$ cat src/rtl/systolic_ctrl.sv
// systolic_ctrl: clear/feed/drain/output sequencer for an NxN systolic MAC grid.
// Optional SYSTOLIC_CTRL_ABORT_EN adds abort_i, which returns any active run to IDLE.
module systolic_ctrl #(
  parameter int ARRAY_SIZE = 4,
  parameter int K_WIDTH    = 8,
  parameter int CNT_WIDTH  = K_WIDTH + $clog2(ARRAY_SIZE) + 1
) (
  input  logic                          clk,
  input  logic                          reset,
  input  logic                          start_i,
  input  logic [K_WIDTH-1:0]            k_i,
`ifdef SYSTOLIC_CTRL_ABORT_EN
  input  logic                          abort_i,
`endif
  output logic                          busy_o,
  output logic                          acc_clr_o,
  output logic [CNT_WIDTH-1:0]          feed_cnt_o,
  output logic [ARRAY_SIZE-1:0]         a_feed_o,
  output logic [ARRAY_SIZE-1:0]         b_feed_o,
  output logic                          res_valid_o,
  output logic [$clog2(ARRAY_SIZE)-1:0] res_row_o,
  input  logic                          res_ready_i,
  output logic                          done_o
);
  localparam int RW = $clog2(ARRAY_SIZE);
  typedef enum logic [2:0] {IDLE, CLEAR, FEED, DRAIN, OUTPUT, DONE} state_t;
  state_t               state;
  logic [K_WIDTH-1:0]   k_q;
  logic [RW-1:0]        drain_cnt;
  logic [CNT_WIDTH-1:0] last_t;
  logic                 abort;
`ifdef SYSTOLIC_CTRL_ABORT_EN
  assign abort = abort_i && state != IDLE || abort_i && start_i;
`else
  assign abort = 1'b0;
`endif
  assign last_t   = CNT_WIDTH'(k_q) + CNT_WIDTH'(ARRAY_SIZE - 2);
  assign b_feed_o = a_feed_o;
  // Lane r is live while operand index t-r lies in [0, k).
  function automatic logic [ARRAY_SIZE-1:0] feed_mask(input logic [CNT_WIDTH-1:0] t, input logic [K_WIDTH-1:0] k);
    logic [CNT_WIDTH:0] r_w;
    feed_mask = '0;
    for (int r = 0; r < ARRAY_SIZE; r++) begin
      r_w = (CNT_WIDTH+1)'(r);
      feed_mask[r] = ({1'b0, t} >= r_w) && ({1'b0, t} < r_w + (CNT_WIDTH+1)'(k));
    end
  endfunction
  always_ff @(posedge clk) begin
    if (reset || abort) begin
      state       <= IDLE;
      k_q         <= '0;
      drain_cnt   <= '0;
      busy_o      <= 1'b0;
      acc_clr_o   <= 1'b0;
      feed_cnt_o  <= '0;
      a_feed_o    <= '0;
      res_valid_o <= 1'b0;
      res_row_o   <= '0;
      done_o      <= 1'b0;
    end else begin
      acc_clr_o <= 1'b0;
      done_o    <= 1'b0;
      case (state)
        IDLE: if (start_i && k_i != '0) begin
          k_q       <= k_i;
          busy_o    <= 1'b1;
          acc_clr_o <= 1'b1;
          state     <= CLEAR;
        end
        CLEAR: begin
          state      <= FEED;
          feed_cnt_o <= '0;
          a_feed_o   <= feed_mask('0, k_q);
        end
        FEED: if (feed_cnt_o == last_t) begin
          state      <= DRAIN;
          feed_cnt_o <= '0;
          a_feed_o   <= '0;
          drain_cnt  <= '0;
        end else begin
          feed_cnt_o <= feed_cnt_o + CNT_WIDTH'(1);
          a_feed_o   <= feed_mask(feed_cnt_o + CNT_WIDTH'(1), k_q);
        end
        DRAIN: if (drain_cnt == RW'(ARRAY_SIZE - 1)) begin
          state       <= OUTPUT;
          res_valid_o <= 1'b1;
          res_row_o   <= '0;
        end else begin
          drain_cnt <= drain_cnt + RW'(1);
        end
        OUTPUT: if (res_ready_i) begin
          if (res_row_o == RW'(ARRAY_SIZE - 1)) begin
            state       <= DONE;
            res_valid_o <= 1'b0;
            res_row_o   <= '0;
            done_o      <= 1'b1;
          end else begin
            res_row_o <= res_row_o + RW'(1);
          end
        end
        DONE: begin
          state  <= IDLE;
          busy_o <= 1'b0;
        end
        default: state <= IDLE;
      endcase
    end
  end
endmodule

$ cat config.mk
export PLATFORM = sky130hd
export DESIGN_NAME = systolic_ctrl
export DESIGN_NICKNAME = d
export VERILOG_FILES = /design/src/rtl/systolic_ctrl.sv
export SDC_FILE = /design/constraint.sdc
export NUM_CORES = 1
export LEC_CHECK = 0
export ABC_AREA = 1
export BUFFER_PORTS_ARGS = -buffer_cell sky130_fd_sc_hd__buf_4
export CORE_AREA = 2 2 136 72
export CTS_CLUSTER_SIZE = 20
export DETAILED_ROUTE_END_ITERATION = 12
export DIE_AREA = 0 0 138 74
export GPL_TIMING_DRIVEN = 0
export HOLD_SLACK_MARGIN = 0.1
export PLACE_DENSITY_LB_ADDON = 0.12
export SETUP_SLACK_MARGIN = 0.02
export SYNTH_ARGS = -nofsm -noshare
export SYNTH_HDL_FRONTEND = slang
export SYNTH_SLANG_ARGS = --single-unit
$ cat constraint.sdc
create_clock -name clk -period 3.45 [get_ports clk]
set_input_delay 0.69 -clock clk [delete_from_list [all_inputs] [get_ports clk]]
set_output_delay 0.69 -clock clk [all_outputs]
set_load 0.1 [all_outputs]
==> Word level (Yosys, flattened, before mapping) <==
Index checks and enable logic that the tools add are counted.
{ "totals": {"regBits": 34, "latchBits": 0, "ram_bits": 0, "romBits": 0, "input_bits": 12, "output_inout_bits": 25, "elab_cells": 85, "mem_count": 0} }
{ "classes": {"add_sub_neg": 7, "n_mul": 0, "div": 0, "n_lt_le_gt_ge": 8, "n_eq_ne": 14, "shift": 0, "muxes": 25, "bitwise": 3, "n_reduce_logical": 18} }
{ "ops": {"columns": ["cell", "count"], "rows": [
  ["$lt 11x9->1", 3],
  ["$ge 11x2->1 const B", 2],
  ["$pmux 11 s2", 1],
  ["$add 2x8->9 const A", 2],
  ["$mux 3", 5],
  ["$pmux 3 s5", 1],
  ["$ne 2x2->1 const B", 6],
  ["$add 11x1->11 const B", 1],
  ["$eq 11x9->1", 1],
  ["$ge 11x1->1 const B", 1],
  ["$lt 11x8->1", 1],
  ["$mux 11", 1],
  ["$mux 2", 5],
  ["$add 1x8->9 const A", 1],
  ["$add 8x2->9 const B", 1],
  ["$lt 1x8->1 const A", 1],
  ["$pmux 2 s2", 2],
  ["$pmux 4 s2", 1],
  ["$reduce_bool 2->1", 4],
  ["$reduce_bool 8->1", 1],
  ["$eq 3x2->1 const B", 2],
  ["$eq 3x3->1 const B", 2],
  ["$mux 1", 6],
  ["$reduce_and 3->1", 2],
  ["other kinds (13)", 22]
]} }

==> Logic depth before layout (Yosys ltp) <==
{ "depth": {"depth_word": 5, "ltp_mapped": 16, "mapped_depth_nobuf": 16} }

==> Least setup slack after synthesis <==
No wires, ideal clock.
{ "synth_path": {"path_type": "register to register", "startpoint": "register feed_cnt_o[0]", "endpoint": "register a_feed_o[0]", "setup_ns": 0.071, "arrival_ns": 3.006, "required_time_ns": 3.379, "slack_ns": 0.373, "path_stages_with_launch": 15, "path_buffers": 0, "period_less_slack_ns": 3.077, "path_cell_list": "dfxtp_1 -> ha_1 -> nand2_1 -> nor2_1 -> nand2_1 -> nand2_1 -> inv_1 -> ha_1 -> a21oi_1 -> nor2_1 -> a211oi_1 -> a21boi_0 -> nor3_1 -> nand2_1 -> a21oi_1"} }
{ "synth_between": {"elab_chain_cells": 4, "elab_cells_between_ends": 5, "cone_classes": "add/sub (1); order compare (1); eq/ne (1); mux (2)"} }
{ "synth_lines": {"columns": ["element", "line_no", "rtl"], "rows": [
  ["start: declaration", "17", "output logic [CNT_WIDTH-1:0] feed_cnt_o,"],
  ["start signal: assignment", "81", "feed_cnt_o <= feed_cnt_o + CNT_WIDTH'(1);"],
  ["$add 11x1->11", "82", "a_feed_o <= feed_mask(feed_cnt_o + CNT_WIDTH'(1), k_q);"],
  ["$lt 11x8->1", "45", "feed_mask[r] = ({1'b0, t} >= r_w) && ({1'b0, t} < r_w + (CNT_WIDTH+1)'(k));"],
  ["$mux 4 (*)", "75", "FEED: if (feed_cnt_o == last_t) begin"],
  ["$pmux 4 s2 (*)", "63", "case (state)"],
  ["end signal: assignment", "73", "a_feed_o <= feed_mask('0, k_q);"],
  ["end signal: assignment", "82", null],
  ["end: declaration", "18", "output logic [ARRAY_SIZE-1:0] a_feed_o,"]
]} }
Every way passes the cells marked *; elsewhere a longest branch is shown, timed or not.
A chain may end at the register's enable or synchronous reset.

==> Worst setup path after layout <==
Same ends and word-level chain as after synthesis.

==> impl_table.tex <==
\begin{tabular}{lr}
\hline
Metric & Value \\
\hline
\multicolumn{2}{l}{\textbf{Setup path}} \\
Slowest Stage Delay on Critical Path & $\sim$0.63 ns \\
WP data arrival & 3.12 ns \\
Crit path capture type & register \\
Cell type with the highest occurrence count on the critical path & nand2\_1 \\
Highest-delay cell along the critical path & dfxtp\_1 \\
Worst Path Required & 3.66 ns \\
Kind of critical path & reg2reg \\
Startpoint types & register \\
Cell chain of the critical path & ha\_1 -> nand2\_1 -> nor2\_1 -> nand2\_1 -> nand2\_1 -> inv\_1 -> ha\_1 -> a21oi\_1 -> nor2\_1 -> a211oi\_1 -> a21boi\_0 -> nor3\_1 -> nand2\_1 -> a21oi\_1 \\
Slack of the worst reg-to-reg path & roughly 0.54 ns \\
Worst Path Max Fanout & 11 \\
\multicolumn{2}{l}{\textbf{Detailed routing}} \\
Sum of routed wire length over all layers & roughly 9.6 mm \\
First-pass iteration count of the detailed router & 5 \\
Number of DRC violations after detailed-routing iteration 0 & 240 \\
Antenna-violating nets left & 0 \\
Count of unresolved DRC violations after routing & 0 \\
Vias & around 3200 \\
Avg WL per Cell & $\sim$15 um \\
Avg Vias per Cell & 4.97 \\
\multicolumn{2}{l}{\textbf{Job}} \\
Maximum Capacitance Violations & 0 \\
\multicolumn{2}{l}{\textbf{Clock network}} \\
Hold buffer count at cts & 0 \\
CTS tree & yes \\
Cts bufs inserted & 5 \\
Insertion delay of the later-clocked pin in the worst-skew pair & 0.28 ns \\
Clock transition at the registers of the reported paths & about 0.060 ns \\
Number of clock sinks & 34 \\
Number of cells upsized or downsized after cts & 0 \\
Clock root buffer master & clkbuf\_16 \\
Number of buffers added for setup after CTS & 0 \\
H-Tree Depth & 2 \\
Clock Tree Buf Depth & 2 \\
\multicolumn{2}{l}{\textbf{Finish}} \\
\# nets final & 580 \\
Most common cell after layout, fill and taps aside & nand2\_1 \\
Final standard cell utilization of the core & 40.3\% \\
Post-synthesis to final-layout area growth & 18.6\% \\
Most frequent cells in the layout & nand2\_1, inv\_1, nor2\_1, buf\_4, a21oi\_1 \\
Ant. Diodes & 0 \\
Filler cell count & 960 \\
Share of final-layout standard cells stronger than drive strength 1 & 14.2\% \\
\multicolumn{2}{l}{\textbf{Synth}} \\
Fraction of registers with async set or reset after synthesis & 0\% \\
Area share of the largest cell type after synthesis & 22.1\% \\
Ranking of synthesized cells by area & dfxtp\_1, nand2\_1, ha\_1 \\
Most used DFF post-synth & dfxtp\_1 \\
Count of different cell masters after synthesis & 33 \\
Synth Cell Area & 3080 um2 \\
YS warnings & 0 \\
Post-synth EDFFs & 0 \\
Mean post-synth cell area & 6.35 um2 \\
Gate count of the mapped netlist & around 490 \\
Mapped Nets & 537 \\
Register bit total from synthesis & 34 \\
Cell type with the largest total area after synthesis & dfxtp\_1 \\
Share of synthesized area occupied by flip-flops and latches & 22.1\% \\
\multicolumn{2}{l}{\textbf{Pwr}} \\
Cell area power density & roughly 690 nW/um2 \\
Total power consumption of the routed design & approximately 2.5 mW \\
Fraction of power consumed by sequential logic & 22.8\% \\
Psw & 1.30 mW \\
Internal power & 1.21 mW \\
Combinational share of power & 58.7\% \\
Switching share of power & around half \\
Static leakage & 1.82 nW \\
Fraction of power consumed by the clock network & 18.5\% \\
Peak ir drop on the vdd network & 0.000682 V \\
\multicolumn{2}{l}{\textbf{Global route}} \\
Number of global-route vias before repair & about 2800 \\
Leftover overflow at the end of global routing & 0 \\
Global-route usage over all layers & 19.2\% \\
Pin count of the biggest net entering global routing & 12 \\
Antenna violations before repair & 0 \\
Wire length of the first global-routing pass & 15.1 mm \\
\multicolumn{2}{l}{\textbf{Die}} \\
Area enclosed by the die boundary & between 10000 and 15000 um2 \\
Die boundary height & 74 um \\
Core Area & $\sim$9000 um2 \\
Die W & 138 um \\
Number of top-level design ports & 37 \\
Site row count & 25 \\
Starting density of the core & between 30\% and 40\% \\
\multicolumn{2}{l}{\textbf{STA}} \\
Final setup slack of the worst path & roughly 0.54 ns \\
Slew at the pin closest to its max-slew limit & between 1 and 1.5 ns \\
Number of setup violations in the final report & 0 \\
Worst-case hold slack & 0.487 ns \\
Final Skew & about 0.0066 ns \\
Setup repair after global routing missed its margin & no \\
Time the worst path needs with I/O delays and setup & just under 3 ns \\
Rel. slew slack & around a tenth \\
Fmax & 343 MHz \\
Number of pins exceeding their max-slew limit in the final report & 0 \\
Number of hold violations in the final report & 0 \\
Period utilization & 84.4\% \\
Final setup TNS & 0 ns \\
\multicolumn{2}{l}{\textbf{Placed design}} \\
Count of port buffers added during placement & 36 \\
Setup slack after placement & just under 0.6 ns \\
Post-detail-place hpwl & 7.73 mm \\
GPL Wtd Cong & 0.890 \\
\multicolumn{2}{l}{\textbf{Outcome}} \\
Status & complete, no violations \\
\multicolumn{2}{l}{\textbf{Worst hold path}} \\
Kind of path behind the tightest hold check & reg2reg \\
\hline
\end{tabular}
==> worst max-delay path, delay by kind of cell, from the launching register on <==
kind	cells	cell delay, ns
buffers and inverters	1	0.15
adders and majority gates	2	0.63
AOI/OAI and AO/OA	4	0.55
and+or+nand+nor	7	0.88
DFF	1	0.63
==> path summary, 6_finish.rpt <==
kind | from | endpoint | depth (start not counted)
setup / recovery | feed_cnt_o[0] | a_feed_o[0] | 14
hold / removal | res_valid_o | res_valid_o | 2
setup reg to reg | feed_cnt_o[0] | a_feed_o[0] | 14
hold reg to reg | res_valid_o | res_valid_o | 2
==> cell families (layout without fill, tap and decap cells) <==
logic type / after synthesis / in the layout / synth area share [%]
xor gates and xnor gates: 11 / 11 / 3.13
adders and majority gates: 40 / 40 / 16.2
AOI/OAI and AO/OA: 73 / 73 / 12.8
DFF: 34 / 34 / 22.1
buffers and inverters: 77 / 121 / 10.9
and+or+nand+nor: 250 / 250 / 34.9
==> power groups by stage <==
stage | registers, mW | logic (mW) | clock network (mW)
after floorplan | 0.749 | 0.919 | 0
after global placement | 0.579 | 1.45 | 0
after detailed placement | 0.577 | 1.46 | 0
after CTS | 0.570 | 1.47 | 0.474
after global routing | 0.579 | 1.64 | 0.496
final | 0.571 | 1.47 | 0.464
==> layout make-up <==
class                   count  area, um2  share of cell area [%]
well taps                 121        151                    4.14
clock inverters             2       12.5                   0.342
repair buffers             36        270                    7.39
flip-flops and latches     34        681                    18.6
inverters                  62        233                    6.37
multi-input cells         374       2070                    56.5
plain buffers              15        103                    2.81
clock buffers               6        139                    3.80
==> Yosys cell counts, drive strengths merged (4+ instances only) <==
| master | instances |
|---|---|
| clkbuf | 4 |
| nand2 | 145 |
| a21oi | 43 |
| nand4 | 11 |
| xor2 | 10 |
| nand3 | 34 |
| buf | 11 |
| o21ai | 20 |
| nor2 | 51 |
| inv | 62 |
| ha | 40 |
| dfxtp | 34 |
==> stage by stage <==
stage / area (um2) / instances
final: 3650 / 650
after global routing: 3650 / 650
after CTS: 3650 / 650
after detailed placement: 3500 / 642
after global placement: 3500 / 642
after floorplan: 3080 / 485
==> sequential cells by signal, indices dropped and copies added (netlist names) <==
| name | cells |
|---|---|
| feed_cnt_o | 11 |
| k_q | 8 |
| a_feed_o | 4 |
| state | 3 |
| drain_cnt | 2 |
| res_row_o | 2 |
| acc_clr_o | 1 |
| busy_o | 1 |
| done_o | 1 |
| res_valid_o | 1 |
==> per-layer routing <==
metal / routed length (um) / up-vias / track usage (%)
li1: - / 1658 / -
met3: 547 / 4 / 4.12
met1: 5520 / 1476 / 30.7
met4: 27 / 0 / 2.72
met2: 3470 / 94 / 26.1
met5: 0 / - / 0
Note: power is estimated with default switching activity, not from simulation.
